$ cat config.mk
export PLATFORM = sky130hd
export DESIGN_NAME = display_scan_ctrl_flat
export DESIGN_NICKNAME = d
export VERILOG_FILES = /design/src/rtl/display_pkg.sv /design/src/rtl/display_scan_ctrl_if.sv /design/src/rtl/display_scan_ctrl_next_digit_finder.sv /design/src/rtl/display_scan_ctrl.sv /design/src/flat_wrapper.sv
export SDC_FILE = /design/constraint.sdc
export NUM_CORES = 1
export LEC_CHECK = 0
export ABC_AREA = 1
export CAP_MARGIN = 20
export CORE_MARGIN = 2
export CORE_UTILIZATION = 36
export CTS_CLUSTER_DIAMETER = 40
export DETAILED_ROUTE_END_ITERATION = 12
export PLACE_DENSITY_LB_ADDON = 0.1
export SKIP_CTS_REPAIR_TIMING = 1
export SLEW_MARGIN = 20
export SYNTH_ARGS = -nofsm -noshare
export SYNTH_HDL_FRONTEND = slang
export SYNTH_HIERARCHICAL = 1
export SYNTH_SLANG_ARGS = --single-unit
$ cat constraint.sdc
create_clock -name clk -period 5.3 [get_ports clk]
set_clock_uncertainty 0.05 [all_clocks]
set_input_delay 0.795 -clock clk [delete_from_list [all_inputs] [get_ports clk]]
set_output_delay 0.795 -clock clk [all_outputs]
set_load 0.01 [all_outputs]
$ cat src/rtl/display_pkg.sv
// Shared definitions for the seven-segment display scan controller.
package display_pkg;

    localparam int MAX_DIGITS = 8;
    localparam int SEL_W      = 3;

    typedef enum logic [1:0] {
        ST_IDLE  = 2'd0,
        ST_BLANK = 2'd1,
        ST_SHOW  = 2'd2
    } scan_state_e;

endpackage

$ cat src/rtl/display_scan_ctrl_if.sv
// Scan controller signal bundle: enable/mask in, mux select and digit enables out.
interface display_scan_ctrl_if
    import display_pkg::*;
#(
    parameter int NUM_DIGITS = MAX_DIGITS
);
    logic                  enable;
    logic [NUM_DIGITS-1:0] digit_mask;
    logic [SEL_W-1:0]      select;
    logic [NUM_DIGITS-1:0] digit_en_n;
    logic                  blank;
    logic                  frame_start;

    modport master (
        output enable, digit_mask,
        input  select, digit_en_n, blank, frame_start
    );

    modport slave (
        input  enable, digit_mask,
        output select, digit_en_n, blank, frame_start
    );
endinterface

$ cat src/rtl/display_scan_ctrl_next_digit_finder.sv
// Wrap-around priority search for the next participating digit.
// Falls back to the lowest set bit when nothing above cur is set (wrap).
module next_digit_finder
    import display_pkg::*;
#(
    parameter int NUM_DIGITS = MAX_DIGITS
) (
    input  logic [SEL_W-1:0]      cur,
    input  logic [NUM_DIGITS-1:0] mask,
    input  logic                  from_lowest,
    output logic [SEL_W-1:0]      next_idx,
    output logic                  wrapped
);
    logic [SEL_W-1:0]      hi_idx;
    logic [SEL_W-1:0]      lo_idx;
    logic                  hi_found;
    logic [NUM_DIGITS-1:0] sh;

    always_comb begin
        hi_idx   = cur;
        lo_idx   = cur;
        hi_found = 1'b0;
        sh       = '0;
        // Descending scan so the last hit is the lowest qualifying index.
        for (int i = NUM_DIGITS - 1; i >= 0; i--) begin
            sh = mask >> i;
            if (sh[0]) begin
                lo_idx = SEL_W'(i);
                if (!from_lowest && (i > int'(cur))) begin
                    hi_idx   = SEL_W'(i);
                    hi_found = 1'b1;
                end
            end
        end
        next_idx = hi_found ? hi_idx : lo_idx;
        wrapped  = !from_lowest && !hi_found && (|mask);
    end
endmodule

$ cat src/rtl/display_scan_ctrl.sv
// Time-multiplexed 7-segment scan: each PRESCALE-cycle slot is BLANK_CYCLES
// of all-off followed by the selected digit enabled.
//
// state | meaning
// IDLE  | scan stopped, all digits off
// BLANK | start of slot, select already moved, all digits off
// SHOW  | digit_en_n[select] low until the slot ends
module display_scan_ctrl
    import display_pkg::*;
#(
    parameter int NUM_DIGITS   = 8,
    parameter int PRESCALE     = 50000,
    parameter int BLANK_CYCLES = 500
) (
    input  logic              clk,
    input  logic              reset_n,
    display_scan_ctrl_if.slave scan
);
    localparam int CNT_W = (PRESCALE > 1) ? $clog2(PRESCALE) : 1;
    localparam logic [CNT_W-1:0] BLANK_LAST = CNT_W'(BLANK_CYCLES - 1);
    localparam logic [CNT_W-1:0] SLOT_LAST  = CNT_W'(PRESCALE - 1);

    scan_state_e           state_q;
    logic [SEL_W-1:0]      select_q;
    logic [NUM_DIGITS-1:0] digit_en_n_q;
    logic                  blank_q;
    logic                  frame_start_q;
    logic [CNT_W-1:0]      cnt_q;

    logic [SEL_W-1:0]      nxt_idx;
    logic                  nxt_wrapped;
    logic [NUM_DIGITS-1:0] mask_sh;
    logic                  cur_bit;
    logic [NUM_DIGITS-1:0] onehot;

    next_digit_finder #(.NUM_DIGITS(NUM_DIGITS)) u_finder (
        .cur         (select_q),
        .mask        (scan.digit_mask),
        .from_lowest (state_q == ST_IDLE),
        .next_idx    (nxt_idx),
        .wrapped     (nxt_wrapped)
    );

    assign mask_sh = scan.digit_mask >> select_q;
    assign cur_bit = mask_sh[0];
    assign onehot  = NUM_DIGITS'(1) << select_q;

    always_ff @(posedge clk) begin
        if (!reset_n) begin
            state_q       <= ST_IDLE;
            select_q      <= '0;
            digit_en_n_q  <= '1;
            blank_q       <= 1'b1;
            frame_start_q <= 1'b0;
            cnt_q         <= '0;
        end else begin
            frame_start_q <= 1'b0;
            if (!scan.enable) begin
                state_q      <= ST_IDLE;
                digit_en_n_q <= '1;
                blank_q      <= 1'b1;
                cnt_q        <= '0;
            end else begin
                case (state_q)
                    ST_IDLE: begin
                        digit_en_n_q <= '1;
                        blank_q      <= 1'b1;
                        if (|scan.digit_mask) begin
                            state_q       <= ST_BLANK;
                            select_q      <= nxt_idx;
                            cnt_q         <= '0;
                            frame_start_q <= 1'b1;
                        end
                    end
                    ST_BLANK: begin
                        cnt_q <= cnt_q + 1'b1;
                        if (cnt_q == BLANK_LAST) begin
                            state_q <= ST_SHOW;
                            // A digit whose mask bit is already gone stays dark.
                            if (cur_bit) begin
                                digit_en_n_q <= ~onehot;
                                blank_q      <= 1'b0;
                            end
                        end
                    end
                    ST_SHOW: begin
                        if (cnt_q == SLOT_LAST) begin
                            digit_en_n_q <= '1;
                            blank_q      <= 1'b1;
                            cnt_q        <= '0;
                            if (|scan.digit_mask) begin
                                state_q       <= ST_BLANK;
                                select_q      <= nxt_idx;
                                frame_start_q <= nxt_wrapped;
                            end else begin
                                state_q <= ST_IDLE;
                            end
                        end else begin
                            cnt_q <= cnt_q + 1'b1;
                            if (!cur_bit) begin
                                digit_en_n_q <= '1;
                                blank_q      <= 1'b1;
                            end
                        end
                    end
                    default: state_q <= ST_IDLE;
                endcase
            end
        end
    end

    assign scan.select      = select_q;
    assign scan.digit_en_n  = digit_en_n_q;
    assign scan.blank       = blank_q;
    assign scan.frame_start = frame_start_q;
endmodule

$ cat src/flat_wrapper.sv
// flat-port wrapper written by rule: the top's interface ports become plain ports
module display_scan_ctrl_flat import display_pkg::*;
#(
    parameter int NUM_DIGITS   = 8,
    parameter int PRESCALE     = 50000,
    parameter int BLANK_CYCLES = 500
)
  (clk, reset_n, scan_enable, scan_digit_mask, scan_select, scan_digit_en_n, scan_blank, scan_frame_start);
  display_scan_ctrl_if #(.NUM_DIGITS(NUM_DIGITS)) scan_i ();
  input  logic clk;
  input  logic reset_n;
  input wire logic [$bits(scan_i.enable)-1:0] scan_enable;
  input wire logic [$bits(scan_i.digit_mask)-1:0] scan_digit_mask;
  output wire logic [$bits(scan_i.select)-1:0] scan_select;
  output wire logic [$bits(scan_i.digit_en_n)-1:0] scan_digit_en_n;
  output wire logic [$bits(scan_i.blank)-1:0] scan_blank;
  output wire logic [$bits(scan_i.frame_start)-1:0] scan_frame_start;
  assign scan_i.enable = scan_enable;
  assign scan_i.digit_mask = scan_digit_mask;
  assign scan_select = scan_i.select;
  assign scan_digit_en_n = scan_i.digit_en_n;
  assign scan_blank = scan_i.blank;
  assign scan_frame_start = scan_i.frame_start;
  display_scan_ctrl #(.NUM_DIGITS(NUM_DIGITS), .PRESCALE(PRESCALE), .BLANK_CYCLES(BLANK_CYCLES)) u_core (.clk(clk), .reset_n(reset_n), .scan(scan_i));
endmodule
Word-level counts from Yosys, hierarchy flattened --
Cells that the tools add are included.
Word-level totals: bits in registers 31, latch bits 0, bits in writable memories 0, bits in read-only memories 0, bits of input ports 11, output and inout bits 13, word-level logic and storage cells 108, memories kept 0
Operators by class: $add $sub $neg 1, multipliers 0, divide/modulo/power cells 0, magnitude comparators 7, equal/unequal tests 9, shift operators 2, multiplexer cells 62, bitwise gates (word level) 1, reductions and logical operators 20
Operators with widths (count):
- $mux 3 | 25
- $pmux 16 s3 | 1
- $mux 16 | 2
- $mux 8 | 4
- $pmux 8 s3 | 1
- $mux 1 | 22
- $add 16x1->16 const B | 1
- $eq 16x16->1 const B | 1
- $eq 16x9->1 const B | 1
- $gt 3x3->1 const A | 4
- $logic_and 1x1->1 | 9
- $ne 2x1->1 const B | 4
- $not 8->8 | 1
- $reduce_or 8->1 | 1
- $shl 1x3->8 const A | 1
- $shr 8x3->1 | 1
- $gt 2x3->1 const A | 2
- $mux 2 | 3
- $pmux 2 s3 | 1
- $pmux 3 s2 | 1
- $reduce_and 3->1 | 2
- $reduce_and 2->1 | 2
- $reduce_and 4->1 | 1
- $gt 1x3->1 const A | 1
- 9 further kinds | 10

Logic depth before layout (Yosys ltp) --
Gate-level depths: netlist of the first run.
depth after elaboration 23, gate-level depth with buffers 13

Hierarchy --
Netlist of the first run, hierarchy kept.
By module, submodules not included:
- display_scan_ctrl | instances 1, cells each 275, area each 1854.3 um^2, sequential area each 620.6 um^2
- next_digit_finder | instances 1, cells each 75, area each 334.1 um^2, sequential area each 0.0 um^2

Worst setup path after synthesis of the first run --
OpenSTA, ideal clock, no wires.
path type input -> register, start input port scan_digit_mask[5], end register u_core.frame_start_q (netlist: u_core/scan.frame_start), data arrival time 1.755 ns, required time 5.180 ns, path slack 3.425 ns, cell stages on the path 10, buffers on the path 0, cell sequence inv_1 -> nor2_1 -> nand2_1 -> nand2_1 -> nor2_2 -> nand2_2 -> nor3_1 -> nor3b_1 -> nand2_1 -> a21oi_1
On the way: word-level cells in the longest chain between the ends 15
Ends and longest elaborated chain:
- start, declared | RTL line flat_wrapper.sv:13 | input wire logic [$bits(scan_i.digit_mask)-1:0] scan_digit_mask;
- $mux 1 | RTL line display_scan_ctrl_next_digit_finder.sv:27 | if (sh[0]) begin
- $mux 1 | RTL line display_scan_ctrl_next_digit_finder.sv:29 | if (!from_lowest && (i > int'(cur))) begin
- $mux 1 | RTL line display_scan_ctrl_next_digit_finder.sv:27
- $mux 1 | RTL line display_scan_ctrl_next_digit_finder.sv:29
- $mux 1 | RTL line display_scan_ctrl_next_digit_finder.sv:27
- $mux 1 | RTL line display_scan_ctrl_next_digit_finder.sv:29
- $mux 1 | RTL line display_scan_ctrl_next_digit_finder.sv:27
- $mux 1 | RTL line display_scan_ctrl_next_digit_finder.sv:29
- $mux 1 | RTL line display_scan_ctrl_next_digit_finder.sv:27
- $logic_not 1->1 | RTL line display_scan_ctrl_next_digit_finder.sv:36 | wrapped = !from_lowest && !hi_found && (|mask);
- $logic_and 1x1->1 | RTL line display_scan_ctrl_next_digit_finder.sv:36
- $logic_and 1x1->1 * | RTL line display_scan_ctrl_next_digit_finder.sv:36
- via u_core.nxt_wrapped | RTL line display_scan_ctrl.sv:31 | logic nxt_wrapped;
- $mux 1 * | RTL line display_scan_ctrl.sv:91 | if (|scan.digit_mask) begin
- $mux 1 * | RTL line display_scan_ctrl.sv:87 | if (cnt_q == SLOT_LAST) begin
- $pmux 1 s2 * | RTL line display_scan_ctrl.sv:64 | case (state_q)
- end signal, assigned | RTL line display_scan_ctrl.sv:94 | frame_start_q <= nxt_wrapped;
- end, declared | RTL line display_scan_ctrl.sv:27 | logic frame_start_q;
Mark *: on every way through the listed nets, which the timed path passes. The rest lies on a longest branch. A chain may end at the register's enable or synchronous reset.

Worst setup path in the final report of the first run --
start register u_core.select_q[0] (netlist: u_core/scan.select[0]), end output port scan_select[0]
RTL lines:
- start, declared | RTL line display_scan_ctrl.sv:24 | logic [SEL_W-1:0] select_q;
- start signal, assigned | RTL line display_scan_ctrl.sv:70 | select_q <= nxt_idx;
- start signal, assigned | RTL line display_scan_ctrl.sv:93 | select_q <= nxt_idx;
- end, declared | RTL line flat_wrapper.sv:14 | output wire logic [$bits(scan_i.select)-1:0] scan_select;
No word-level cell between the ends.

==> metrics.yaml, run 1 <==
final_max_slew_viol_count: 0
finalSetupViolCount: 0
ys_types: 33
core_um2: 5890
initial_core_util: 0.372
crit_family: "flip-flops"
path_cells: "clkdlybuf4s50_1"
p_leak_uw: 0.00113
hp-class: "reg -> reg"
min_period_ps: 2490
syn_to_final_growth_pct: 18.7
io_pins: 24
clk_latency_ps: 280
clock_sinks: 31
synth_area_um2: 2190
viasPerCell: 4.93
crit_path_end_kind: "output pin"
fmax_mhz: 401
cts_buffers: 5
worstSetupPathType: "reg -> out"
dieArea_um2: 6720
grt_max_degree: 17
crit_arrival_ps: 1650
critical_path.max_stage_delay_ps: 720
finalHoldViolCount: 0
drive_gt1_frac: 0.127
globalplace.congestion: 0.791
die_h_um: 82.0
root_buffer: "clkbuf_8"
grt_use_total: 0.176
vias: 2238
worstPathRequired_ps: 4450
fillers: 651
irDropWorstVdd_uv: 191
synth_top_area_share: 0.284
drt_iter0_drc: 118
synth_ff_type: "dfxtp_1"
critPathLaunchType: "flop"
drt-total-wl_um: 5510
nets: 394
regArea_um2: 621
status: "complete, no violations"
cts-htree-levels: 2
syn_inst: 350
synth_area_leader_cell: "dfxtp_1"
syn_area_per_cell_um2: 6.25
grt_pass1_wl_um: 9140
netlist_top_cells_count: "99 x nand2_1, 44 x nand3_1, 41 x nor2_1"
critPathBufInv: 1
netlist_top_cells_area: "dfxtp_1 28%, nand2_1 17%, nand3_1 10%, nor2_1 7.0%, inv_1 6.7%"
detail-route-antenna-nets: 0
async_flop_share: 0
yosysMostFrequentCell: "nand2_1"
grt_remaining_overflow: 0
tightest_slew_ps: 618
finalCritPeriodShare: 0.471
cts_tree: "built"
power_density_nw_per_um2: 227
synth_edf_count: 0
critPathMaxFanout: 14
syn-num-nets: 366
portBuffers: 23
antenna_cells: 0
hold_slack_ps: 406
ys_ff_latch: 31
synth_seq_area_share: 0.284
tns_ps: 0
multi_input_area_um2: 1390
post_drt_wl_per_cell_um: 12.1
drc: 0
clk_pin_slew_ps: 70
rows: 28
hpwl_um: 4230
yosys_warnings: 6
die_w_um: 82.0
antenna_found_initial: 0
rsz0062_at_grt: "false"
drt_first_pass_iters: 5
grt_pass1_vias: 1989
cts.path.max_buffers: 2
slowest_stage: "dfxtp_1"
maxCapViolCount: 0
slew_headroom: 0.588
## worst paths after layout
| kind | start | endpoint | slack, ps | cells past startpoint |
|---|---|---|---|---|
| worst min register to register | u_core/scan.digit_en_n[7] | u_core/scan.digit_en_n[7] | 410 | 2 |
| worst min-delay path | u_core/scan.digit_en_n[7] | u_core/scan.digit_en_n[7] | 410 | 2 |
| worst max-delay path | u_core/scan.select[0] | scan_select[0] | 2810 | 1 |
| worst max register to register | u_core/state_q[1] | u_core/scan.frame_start | 3100 | 11 |
## worst register-to-register path: cells and delay by family, from the launching register on
family,cells,cell delay (ps)
AO/OA/AOI/OAI,1,150
adder cells (fa/ha/maj),1,420
buffers and inverters,3,310
flip-flops,1,350
AND/OR/NAND/NOR,6,840
## report_power, final
| group | internal [uW] | switching (uW) | total [uW] |
|---|---|---|---|
| registers | 240 | 13.2 | 253 |
| logic | 51.4 | 80.3 | 132 |
| clock network | 118 | 87.1 | 206 |
| total | 410 | 181 | 590 |
## cell usage in the layout, fill, tap and decap left out, types with 2 or more instances in the layout
cell type        count
nand2_2             11
nor3_2               2
a21oi_1             12
nand2_4              4
o21ai_1              2
nor2_2               9
or2_2                3
nor2_1              41
clkdlybuf4s50_1     23
clkbuf_8             7
nand4_1              6
dfxtp_1             31
o21ai_0             16
nand3_2              4
nand2_1             99
inv_1               39
nor3_1               6
nand3_1             44
ha_1                 5
## metal layers
metal  global-route usage  up-vias  part of all wire
li1                     -     1183                 -
met1                0.215     1002              0.47
met4               0.0350        0            0.0087
met2                0.313       45              0.48
met5                    0        -                 0
met3               0.0418        8             0.048
## kinds of logic (layout without fill, tap and decap cells)
logic type	count (synthesis)	in the layout	synth area share
adders and majority gates	5	5	0.0286
DFF	31	31	0.284
buffers and inverters	44	73	0.0818
xor gates and xnor gates	2	2	0.00801
and+or+nand+nor	235	235	0.515
AOI/OAI and AO/OA	33	33	0.0835
## registers in the layout, indices dropped and copies added, names as in the netlist
| name | flops |
|---|---|
| u_core/state_q | 2 |
| u_core/scan.frame_start | 1 |
| u_core/scan.digit_en_n | 8 |
| u_core/scan.select | 3 |
| u_core/cnt_q | 16 |
| u_core/scan.blank | 1 |
## area by class of cell
| class | count | area share |
|---|---|---|
| clock buffer | 8 | 0.0385 |
| inverter | 42 | 0.0631 |
| multi-input combinational | 275 | 0.535 |
| sequential | 31 | 0.239 |
| tap | 75 | 0.0361 |
| timing repair buffer | 23 | 0.0886 |
## through the flow
step	instance area [um^2]	util	total power, uW	worst slack (ps)	instances
final	2600	0.441	590	2810	454
after detailed placement	2500	0.424	390	2700	446
after floorplan	2190	-	346	3430	350
after global routing	2600	0.441	628	2700	454
after global placement	2500	0.424	391	2650	446
after CTS	2600	0.441	600	2770	454
(Power assumes the default switching activity.)
==> run 2: changes to the inputs <==
==> constraint.sdc (replaced) <==
create_clock -name clk -period 2.33 [get_ports clk]
set_clock_uncertainty 0.05 [all_clocks]
set_input_delay 0.3495 -clock clk [delete_from_list [all_inputs] [get_ports clk]]
set_output_delay 0.3495 -clock clk [all_outputs]
set_load 0.01 [all_outputs]
==> metrics.yaml, run 2 (synthesis gave the netlist of run 1 again) <==
critPathMaxFanout: 6
tns_ps: 0
detail-route-antenna-nets: 0
fillers: 646
multi_input_area_um2: 1390
grt_max_degree: 17
grt_remaining_overflow: 0
drt-total-wl_um: 5400
drive_gt1_frac: 0.134
placed_cell_area_um2: 2520
regMostFlops: "u_core/cnt_q"
nets: 397
post_drt_wl_per_cell_um: 11.8
drt_iter0_drc: 83
root_buffer: "clkbuf_8"
drc: 0
dieArea_um2: 6720
cts_tree: "built"
initial_core_util: 0.372
clk_pin_slew_ps: 70
vias: 2247
drt_first_pass_iters: 4
irDropWorstVdd_uv: 269
hpwl_um: 4150
antenna_found_initial: 0
worstPathRequired_ps: 2500
power_density_nw_per_um2: 515
viasPerCell: 4.92
clock_sinks: 31
crit_path_end_kind: "flop"
grt_pass1_vias: 2080
min_period_ps: 2000
cts_buffers: 5
r2r_slack_ps: 330
tightest_slew_ps: 423
crit_arrival_ps: 2170
syn_to_final_growth_pct: 19.7
rsz0062_at_grt: "false"
die_w_um: 82.0
slew_headroom: 0.718
most-common-layout-cells: "99 x nand2_1, 44 x nand3_1, 41 x nor2_1"
portBuffers: 23
cts.path.max_buffers: 2
final_max_slew_viol_count: 0
regArea_um2: 621
finalCritPeriodShare: 0.859
critPathLaunchType: "flop"
grt_pass1_wl_um: 9150
io_pins: 24
fmax_mhz: 500
power_uw: 1350
finalSetupViolCount: 0
globalplace.congestion: 0.811
cts-htree-levels: 2
clk_latency_ps: 280
die_h_um: 82.0
largest_register_ff_count: 16
mostFrequentLayoutCell: "nand2_1"
status: "complete, no violations"
antenna_cells: 0
worstSetupPathType: "reg -> reg"
core_um2: 5890
place_ws_ps: 201
p_leak_uw: 0.00115
design_area_um2: 2620
hp-class: "reg -> reg"
setup_ws_ps: 328
rows: 28
grt_use_total: 0.176
maxCapViolCount: 0
finalHoldViolCount: 0
[run 2: cell count changes in the layout (fill, tap and decap cells not counted), sizes merged]
cell and delta:
buf +3
[run 2: report_power, final]
group	total, uW	switching, uW	internal (uW)
Sequential	572	26.0	546
Clock	471	202	270
Combinational	305	184	122
Total	1350	411	937
[run 2: worst paths after layout]
check,cells past startpoint,start,endpoint
worst max-delay path,11,u_core/state_q[0],u_core/scan.frame_start
worst min-delay path,2,u_core/scan.digit_en_n[2],u_core/scan.digit_en_n[2]
worst max register to register,11,u_core/state_q[0],u_core/scan.frame_start
worst min register to register,2,u_core/scan.digit_en_n[2],u_core/scan.digit_en_n[2]
[run 2: layer usage]
metal | track usage | share of wire
met3 | 0.0440 | 0.034
met1 | 0.223 | 0.48
met4 | 0.0300 | 0.0031
met5 | 0 | 0
met2 | 0.305 | 0.49
[run 2: cell type report]
cell class | count | share of cell area
Multi-Input combinational cell | 275 | 0.530
Clock buffer | 8 | 0.0382
Inverter | 42 | 0.0626
Timing Repair Buffer | 26 | 0.0965
Tap cell | 75 | 0.0358
Sequential cell | 31 | 0.237
[run 2: worst max-delay path, stage by stage, from the launching register on]
cell and delay, ps:
dfxtp_1 330, inv_1 110, ha_1 310, nor2_2 120, nand2_1 150, nand2_1 80, nor2_2 120, nand2_2 110
nor3_1 180, nor3b_1 190, nand2_1 70, a21oi_1 120
[run 2: stage by stage]
step	hold slack [ps]	std cells	utilization
after floorplan	408	350	-
after global placement	390	449	0.428
after detailed placement	397	449	0.428
after CTS	415	457	0.445
after global routing	447	457	0.445
final	410	457	0.445
